File: src/rtl/pipeline_hazard_ctrl.sv
`default_nettype none
// +--------------------------------------------------------------------------+
// | Module   : pipeline_hazard_ctrl                                          |
// | Purpose  : Stall/flush producer for the five-stage pipeline latches,     |
// |            with data-memory wait/halt FSM and saturating event counters. |
// |            Build option FORWARDING_EN: only load-use hazards stall.      |
// | Revision : 1.0 - initial release                                         |
// +--------------------------------------------------------------------------+
module pipeline_hazard_ctrl #(
  parameter int CNT_W = 16
) (
  input  logic             clk,
  input  logic             reset_n,
  input  logic [1:0]       id_rs,
  input  logic [1:0]       id_rt,
  input  logic             id_use_rs,
  input  logic             id_use_rt,
  input  logic             idex_regwrite,
  input  logic             idex_memread,
  input  logic [1:0]       idex_dest,
  input  logic             exmem_regwrite,
  input  logic             memwb_regwrite,
  input  logic [1:0]       exmem_dest,
  input  logic [1:0]       memwb_dest,
  input  logic             id_jump,
  input  logic             ex_redirect,
  input  logic             mem_req,
  input  logic             dmem_ready,
  input  logic             wb_halt,
  output logic             pc_write,
  output logic             ifid_stall_on,
  output logic             ifid_flush_on,
  output logic             idex_flush_on,
  output logic             pipe_freeze,
  output logic             halted,
  output logic [CNT_W-1:0] stall_cnt,
  output logic [CNT_W-1:0] flush_cnt
);

  localparam logic [1:0]       c_RUN   = 2'd0;
  localparam logic [1:0]       c_DWAIT = 2'd1;
  localparam logic [1:0]       c_HALT  = 2'd2;
  localparam logic [CNT_W-1:0] c_CMAX  = {CNT_W{1'b1}};

  logic [1:0] r_state;
  logic [1:0] w_state_next;
  logic       w_match_idex;
  logic       w_match_exmem;
  logic       w_match_memwb;
  logic       w_hazard;
  logic       w_frozen;

  assign w_match_idex  = (id_use_rs && (id_rs == idex_dest))  || (id_use_rt && (id_rt == idex_dest));
  assign w_match_exmem = (id_use_rs && (id_rs == exmem_dest)) || (id_use_rt && (id_rt == exmem_dest));
  assign w_match_memwb = (id_use_rs && (id_rs == memwb_dest)) || (id_use_rt && (id_rt == memwb_dest));

`ifdef FORWARDING_EN
  assign w_hazard = idex_regwrite && idex_memread && w_match_idex;
  logic w_unused_fwd;
  assign w_unused_fwd = ^{exmem_regwrite, memwb_regwrite, w_match_exmem, w_match_memwb};
`else
  assign w_hazard = (idex_regwrite  && w_match_idex)  ||
                    (exmem_regwrite && w_match_exmem) ||
                    (memwb_regwrite && w_match_memwb);
`endif

  // The cycle in which memory reports ready already gets RUN outputs.
  assign w_frozen = (r_state == c_HALT) || ((r_state == c_DWAIT) && !dmem_ready);

  always_ff @(posedge clk or posedge reset_n) begin
    if (reset_n) r_state <= c_RUN;
    else         r_state <= w_state_next;
  end

  always_comb begin
    w_state_next = r_state;
    if (wb_halt) begin
      w_state_next = c_HALT;
    end else begin
      case (r_state)
        c_RUN:   if (mem_req && !dmem_ready) w_state_next = c_DWAIT;
        c_DWAIT: if (dmem_ready)             w_state_next = c_RUN;
        c_HALT:  w_state_next = c_HALT;
        default: w_state_next = c_RUN;
      endcase
    end
  end

  always_comb begin
    pc_write      = 1'b1;
    ifid_stall_on = 1'b0;
    ifid_flush_on = 1'b0;
    idex_flush_on = 1'b0;
    pipe_freeze   = 1'b0;
    halted        = (r_state == c_HALT);
    if (w_frozen || (mem_req && !dmem_ready && !ex_redirect)) begin
      pc_write      = 1'b0;
      ifid_stall_on = 1'b1;
      pipe_freeze   = 1'b1;
    end else if (ex_redirect) begin
      ifid_flush_on = 1'b1;
      idex_flush_on = 1'b1;
    end else if (w_hazard) begin
      pc_write      = 1'b0;
      ifid_stall_on = 1'b1;
      idex_flush_on = 1'b1;
    end else if (id_jump) begin
      ifid_flush_on = 1'b1;
    end
  end

  always_ff @(posedge clk or posedge reset_n) begin
    if (reset_n) begin
      stall_cnt <= '0;
      flush_cnt <= '0;
    end else if (r_state != c_HALT) begin
      if (!pc_write && (stall_cnt != c_CMAX))
        stall_cnt <= stall_cnt + 1'b1;
      if ((ifid_flush_on || idex_flush_on) && (flush_cnt != c_CMAX))
        flush_cnt <= flush_cnt + 1'b1;
    end
  end

endmodule
`default_nettype wire

File: config.mk
export PLATFORM = sky130hd
export DESIGN_NAME = pipeline_hazard_ctrl
export DESIGN_NICKNAME = d
export VERILOG_FILES = /design/src/rtl/pipeline_hazard_ctrl.sv
export SDC_FILE = /design/constraint.sdc
export NUM_CORES = 1
export LEC_CHECK = 0
export BUFFER_PORTS_ARGS = -buffer_cell sky130_fd_sc_hd__clkbuf_2
export CORE_MARGIN = 1.5
export CORE_UTILIZATION = 46
export DETAILED_ROUTE_END_ITERATION = 10
export PLACE_DENSITY_LB_ADDON = 0.25
export SLEW_MARGIN = 20
export SYNTH_ARGS = -nofsm -noshare
export SYNTH_HDL_FRONTEND = slang
export SYNTH_SLANG_ARGS = --single-unit
File: constraint.sdc
create_clock -name clk -period 1.85 [get_ports clk]
set_input_delay 0 -clock clk [delete_from_list [all_inputs] [get_ports clk]]
set_output_delay 0 -clock clk [all_outputs]
set_load 0.01 [all_outputs]
==> results of run 1 <==
per-stage QoR:
stage	power, mW	util, %	hold slack (ps)	worst slack (ps)	instances
2_1_floorplan	0.844	-	71.0	37.1	191
3_3_place_gp	0.905	59.6	98.5	143	312
3_5_place_dp	0.908	59.6	101	110	312
4_1_cts	1.49	62.6	340	103	323
5_1_grt	1.53	62.6	372	13.7	323
6_report	1.47	62.6	323	105	323
synth_stat cells:
cell type	instances	area [um2]
o31ai_4	1	21.3
nand4_2	2	25.0
xnor2_1	28	245
or3b_1	1	8.76
nor3_1	7	35.0
buf_2	1	5.00
o21ai_2	1	8.76
and3_1	5	31.3
clkbuf_1	1	3.75
nand3_1	11	55.1
inv_2	1	3.75
buf_6	3	33.8
and4_1	4	35.0
nor3_2	1	10.0
a41oi_2	1	16.3
nand2_1	7	26.3
nor2_2	1	6.26
a22oi_1	1	7.51
dfrtp_1	34	851
mux2_4	1	15.0
nor4_2	1	12.5
a21oi_1	3	15.0
xor2_1	14	123
mux2_1	1	11.3
ha_1	2	25.0
inv_1	8	30.0
nand2b_1	3	18.8
nor4_1	5	31.3
o21a_2	1	8.76
nand3_2	8	80.1
nor3b_1	2	15.0
nor4b_1	3	26.3
nor2_1	9	33.8
buf_12	1	20.0
and2_1	4	25.0
o21ai_0	1	5.00
nand4_1	13	81.3
cell families after synthesis:
group / Yosys count
compound gates: 9
xor+xnor: 42
buf+inv: 15
fa+ha+maj: 2
mux: 2
flops: 34
simple gates: 87
worst max path at each step:
stage / cells after the start / slack [ps] / start / to
3_5_place_dp: 6 / 110 / stall_cnt[0]$_DFFE_PP0P_ / stall_cnt[7]$_DFFE_PP0P_
2_1_floorplan: 6 / 40 / stall_cnt[0]$_DFFE_PP0P_ / stall_cnt[11]$_DFFE_PP0P_
6_report: 6 / 100 / stall_cnt[0]$_DFFE_PP0P_ / stall_cnt[7]$_DFFE_PP0P_
5_1_grt: 6 / 10 / stall_cnt[0]$_DFFE_PP0P_ / stall_cnt[7]$_DFFE_PP0P_
4_1_cts: 6 / 100 / stall_cnt[0]$_DFFE_PP0P_ / stall_cnt[7]$_DFFE_PP0P_
3_3_place_gp: 5 / 140 / r_state[0]$_DFFE_PP0P_ / stall_cnt[1]$_DFFE_PP0P_
cell type report:
| cell class | instances | area (um2) | share of cell area, % |
|---|---|---|---|
| Inverter | 9 | 33.8 | 1.32 |
| Sequential cell | 34 | 851 | 33.3 |
| Tap cell | 50 | 62.6 | 2.45 |
| Timing Repair Buffer | 80 | 460 | 18.0 |
| Clock inverter | 1 | 5.00 | 0.196 |
| Multi-Input combinational cell | 142 | 1060 | 41.4 |
| Clock buffer | 7 | 86.3 | 3.38 |
sequential cells by signal, indices dropped and copies added (netlist names):
signal and flops:
r_state 2, flush_cnt 16, stall_cnt 16
where the power goes:
| group | switching (mW) | internal (mW) |
|---|---|---|
| Combinational | 0.0753 | 0.0633 |
| Sequential | 0.00600 | 0.750 |
| Clock | 0.275 | 0.300 |
critical path, stage by stage (launching register included):
cell	delay (ps)
dfrtp_1	390
ha_1	230
and3_1	260
a41oi_2	240
buf_4	230
nand4_1	120
xnor2_1	160
what timing repair did:
| action | in CTS | in global routing |
|---|---|---|
| hold buffers | 3 | 0 |
| setup endpoints to repair | 0 | 0 |
| hold endpoints to repair | 36 | 0 |
layer usage:
layer	track usage, %	vias to the layer above
met4	6.54	0
met1	23.6	816
met2	30.9	41
met3	5.70	5
li1	-	833
met5	0	-
placed cells by master (no fill, tap or decap), types with 2 or more instances in the layout:
master         netlist  routed
clkbuf_8             0       6
and4_1               4       4
clkbuf_2             0      59
a21oi_1              3       3
dfrtp_1             34      34
nand2b_1             3       3
and3_1               5       5
nand4_1             13      13
inv_1                8       8
dlygate4sd3_1        0       3
xnor2_1             28      28
nor2_1               9       9
ha_1                 2       2
nor3b_1              2       2
nand4_2              2       2
nand3_2              8       8
and2_1               4       4
nand2_1              7       7
nor4b_1              3       3
xor2_1              14      14
nand3_1             11      11
buf_4                0      18
nor3_1               7       7
nor4_1               5       5
==> run_results.csv, run 1 <==
group,metric,value,unit
yosys,synth-xor-area-share,18.3,%
sta,finalClockSkew,6.66,ps
sta,rsz0062_at_grt,"no",
global_route,grt_remaining_overflow,0,
route,viasPerCell,5.25,
cts,clock_sinks,34,
cts,cts_root_buffer,"clkbuf_8",
worst_hold_path,holdCritPathClass,"input port to async pin",
yosys,synth_cell_types,37,
yosys,synthMuxAreaShare,1.31,%
floorplanning,initial_core_util,49.1,%
sta,final_hold_viol_count,0,
final_layout,layout-drive-gt1-share,37.7,%
cts,htreeDepth,2,
final_layout,design_area,2560,um2
yosys,synthSimpleGateAreaFrac,27.8,%
route,dr.max_layer_used,"met4",
final_layout,syn_to_final_growth,27.5,%
worst_setup_path,cp_max_fo,10,
status,status,"completed",
worst_setup_path,rrSetupSlack,100,ps
global_route,grt_pass1_vias,1611,
global_route,track_usage,18.9,%
yosys,synth-compound-area-share,4.12,%
cts,cts.repair.resized,0,
floorplanning,rows,23,
placed_design,port_buffers,59,
floorplanning,core,4090,um2
sta,worstMarginPinSlew,433,ps
sta,relSlewSlack,71.1,%
worst_setup_path,worstSetupEndpointType,"flop",
yosys,syn-num-nets,216,
placed_design,gp_congestion,0.855,
sta,setup_tns,0,ps
floorplanning,die_w,69.0,um
yosys,syn_inst,191,
global_route,grt_max_degree,35,
cts,cts_setup_buffers,0,
worst_setup_path,start_kind,"flop",
yosys,yosysWarnings,0,
power_and_ir_drop,ir_worst_vdd,0.457,mV
yosys,yosysSeqAreaShare,42.4,%
global_route,antenna_found_initial,0,
worst_setup_path,worst-endpoint-arrival,1920,ps
route,wl_met3,225,um
yosys,syn_area_per_cell,10.5,um2
final_layout,fin_nets,297,
route,drcViolationCount,0,
route,postRouteAntennaNets,0,
route,drt_iter0_drc,97,
final_layout,num-fill-cells,347,
worst_setup_path,ff2ff_path_depth,6,
placed_design,hpwl,3.18,mm
worst_setup_path,crit_type,"flop to flop",
cts,cts_inserted_buffers,5,
route,wl_met2,2.10,mm
worst_setup_path,cp.required,2030,ps
yosys,synth_area,2010,um2
global_route,grt_pass1_wl,7.28,mm
worst_setup_path,reg2reg_to,"stall_cnt[7]$_DFFE_PP0P_",
worst_setup_path,reg2reg_from,"stall_cnt[0]$_DFFE_PP0P_",
route,totalWireLength,4.23,mm
sta,finalCriticalPeriod,1750,ps
placed_design,placed_cell_area,2440,um2
floorplanning,die_h,69.0,um
sta,max_freq,573,MHz
power_and_ir_drop,power_density,575,nW/um2
cts,clk_pin_slew,70,ps
cts,clock_path_buffers,2,
sta,finalCritPeriodShare,94.3,%
yosys,ys_seq_elements,34,
final_layout,n_antenna_cell,0,
floorplanning,pin_count,61,
cts,clk-insertion-delay-late,290,ps
power_and_ir_drop,cellLeakagePower,1.27,nW
route,routed-via-count,1695,
route,m1WireLength,1.86,mm
route,firstDrtPassIters,5,
yosys,synth_top_family_by_area,"simple AND/OR/NAND/NOR gates",
yosys,synthAdderAreaFrac,1.25,%
job,max_cap_violations,0,
sta,finalMaxSlewViolations,0,
cts,cts_tree,"built",
route,avgRoutedWirePerCell,13.1,um
floorplanning,die_area,4770,um2
sta,finalSetupViolations,0,
No activity file was read; power rests on OpenSTA's default activity.
==> run 2: changes to the inputs <==
--- a/config.mk
+++ b/config.mk
@@ -6,10 +6,12 @@
 export NUM_CORES = 1
 export LEC_CHECK = 0
 export BUFFER_PORTS_ARGS = -buffer_cell sky130_fd_sc_hd__clkbuf_2
+export CAP_MARGIN = 20
 export CORE_MARGIN = 1.5
 export CORE_UTILIZATION = 46
 export DETAILED_ROUTE_END_ITERATION = 10
 export PLACE_DENSITY_LB_ADDON = 0.25
+export RECOVER_POWER = 100
 export SLEW_MARGIN = 20
 export SYNTH_ARGS = -nofsm -noshare
 export SYNTH_HDL_FRONTEND = slang
==> run 2 against run 1 <==
  * Maximum frequency up 2.2%
  * Setup slack improved by 37 ps
  * Clock-buffer cell count did not move
  * Design area down 3.5%
  * First-iteration DRC count is 21% higher
  * Die area unchanged
  * Critical path type unchanged
  * Highest routed layer unchanged
==> run_results.csv, run 2 (same netlist as run 1, synthesis figures left out) <==
group,metric,value,unit
status,status,"completed",
route,drcViolationCount,0,
placed_design,port_buffers,59,
global_route,antenna_found_initial,0,
cts,cts_tree,"built",
route,firstDrtPassIters,4,
final_layout,n_antenna_cell,0,
worst_setup_path,start_kind,"flop",
worst_setup_path,crit_type,"flop to flop",
global_route,grt_pass1_vias,1611,
final_layout,layout-drive-gt1-share,21.6,%
sta,setup_tns,0,ps
sta,finalCriticalPeriod,1710,ps
floorplanning,core,4090,um2
final_layout,syn_to_final_growth,23.0,%
worst_setup_path,cp.required,2030,ps
final_layout,design_area,2470,um2
global_route,grt_remaining_overflow,0,
final_layout,seq_area,851,um2
cts,clk-insertion-delay-late,290,ps
cts,htreeDepth,2,
final_layout,multi_input_area,1030,um2
sta,finalClockSkew,6.27,ps
cts,cts_inserted_buffers,5,
sta,finalMaxSlewViolations,0,
sta,relSlewSlack,43.8,%
final_layout,top_regs,"flush_cnt (16), stall_cnt (16), r_state (2)",
sta,rsz0062_at_grt,"no",
sta,max_freq,585,MHz
floorplanning,die_area,4770,um2
cts,clock_path_buffers,2,
route,postRouteAntennaNets,0,
final_layout,num-fill-cells,375,
route,drt_iter0_drc,117,
final_layout,fin_nets,297,
floorplanning,pin_count,61,
final_layout,final_cell_count_no_fill,323,
sta,finalCritPeriodShare,92.3,%
cts,cts_root_buffer,"clkbuf_8",
worst_hold_path,holdCritPathClass,"input port to flop",
worst_setup_path,worstSetupEndpointType,"flop",
floorplanning,die_h,69.0,um
route,viasPerCell,5.31,
sta,setup_slack,142,ps
route,routed-via-count,1714,
sta,finalSetupViolations,0,
cts,clock_sinks,34,
final_layout,final_common_cell,"clkbuf_1",
floorplanning,die_w,69.0,um
global_route,grt_max_degree,35,
worst_setup_path,cp_max_fo,5,
power_and_ir_drop,cellLeakagePower,1.13,nW
placed_design,dp_cells,312,
route,totalWireLength,4.28,mm
worst_setup_path,worst-endpoint-arrival,1890,ps
global_route,grt_pass1_wl,7.28,mm
sta,worstMarginPinSlew,843,ps
placed_design,placed_cell_area,2440,um2
sta,final_hold_viol_count,0,
placed_design,post-place-ws,110,ps
job,max_cap_violations,0,
global_route,track_usage,18.9,%
placed_design,gp_congestion,0.855,
power_and_ir_drop,ir_worst_vdd,0.457,mV
power_and_ir_drop,p_total,1.47,mW
cts,cts.repair.resized,0,
cts,clk_pin_slew,70,ps
placed_design,hpwl,3.18,mm
power_and_ir_drop,power_density,596,nW/um2
floorplanning,rows,23,
route,avgRoutedWirePerCell,13.2,um
final_layout,final_cell_mix,"clkbuf_1 (39), dfrtp_1 (34), xnor2_1 (28)",
floorplanning,initial_core_util,49.1,%
==> run 2: changes by cell type in the layout (fill, tap and decap cells not counted), sizes merged <==
| cell | before | now |
|---|---|---|
| buf | 18 | 13 |
| clkbuf | 66 | 71 |
==> run 2: metal layers <==
| layer | up-vias | wire (um) | GRT usage, % |
|---|---|---|---|
| met5 | - | 0 | 0 |
| met4 | 0 | 58 | 6.54 |
| met3 | 6 | 231 | 5.70 |
| met2 | 49 | 2090 | 30.9 |
| met1 | 823 | 1900 | 23.6 |
| li1 | 836 | - | - |
==> run 2: worst paths after layout <==
kind | from | slack [ps] | endpoint | cells past startpoint
min reg2reg | flush_cnt[13]$_DFFE_PP0P_ | 490 | flush_cnt[13]$_DFFE_PP0P_ | 1
min in group asynchronous | reset_n | 470 | stall_cnt[4]$_DFFE_PP0P_ | 4
max reg2reg | r_state[0]$_DFFE_PP0P_ | 140 | stall_cnt[1]$_DFFE_PP0P_ | 5
max in group asynchronous | reset_n | 840 | flush_cnt[12]$_DFFE_PP0P_ | 4
max | r_state[0]$_DFFE_PP0P_ | 140 | stall_cnt[1]$_DFFE_PP0P_ | 5
min | dmem_ready | 350 | flush_cnt[0]$_DFFE_PP0P_ | 5
==> run 2: final cells by class <==
cell class                      instances  area share, %
Tap cell                               50           2.54
Sequential cell                        34           34.5
Inverter                                9           1.37
Timing Repair Buffer                   80           16.2
Clock inverter                          1          0.203
Clock buffer                            7           3.50
Multi-Input combinational cell        142           41.7
==> run 2: worst max-delay path: stages (launching register included) <==
cell     delay (ps)
dfrtp_1         410
a22oi_1         190
o21a_2          180
or3b_1          370
nand2_1         120
mux2_1          320
==> run 2: timing repair <==
action | 4_1_cts | 5_1_grt
setup buffers | 0 | 0
hold endpoints to repair | 36 | 0
setup endpoints to repair | 0 | 0
hold buffers | 3 | 0
==> run 2: where the power goes <==
part	internal, mW	leakage, nW	switching, mW
clock network	0.300	0.0482	0.277
logic	0.0607	0.630	0.0752
registers	0.750	0.456	0.00594
total	1.11	1.13	0.358
==> run 2: through the flow <==
stage | utilization, % | hold slack (ps)
global placement | 59.6 | 98.5
detailed placement | 59.6 | 101
floorplan | - | 71.0
global route | 60.4 | 372
CTS | 62.6 | 340
finish | 60.4 | 346
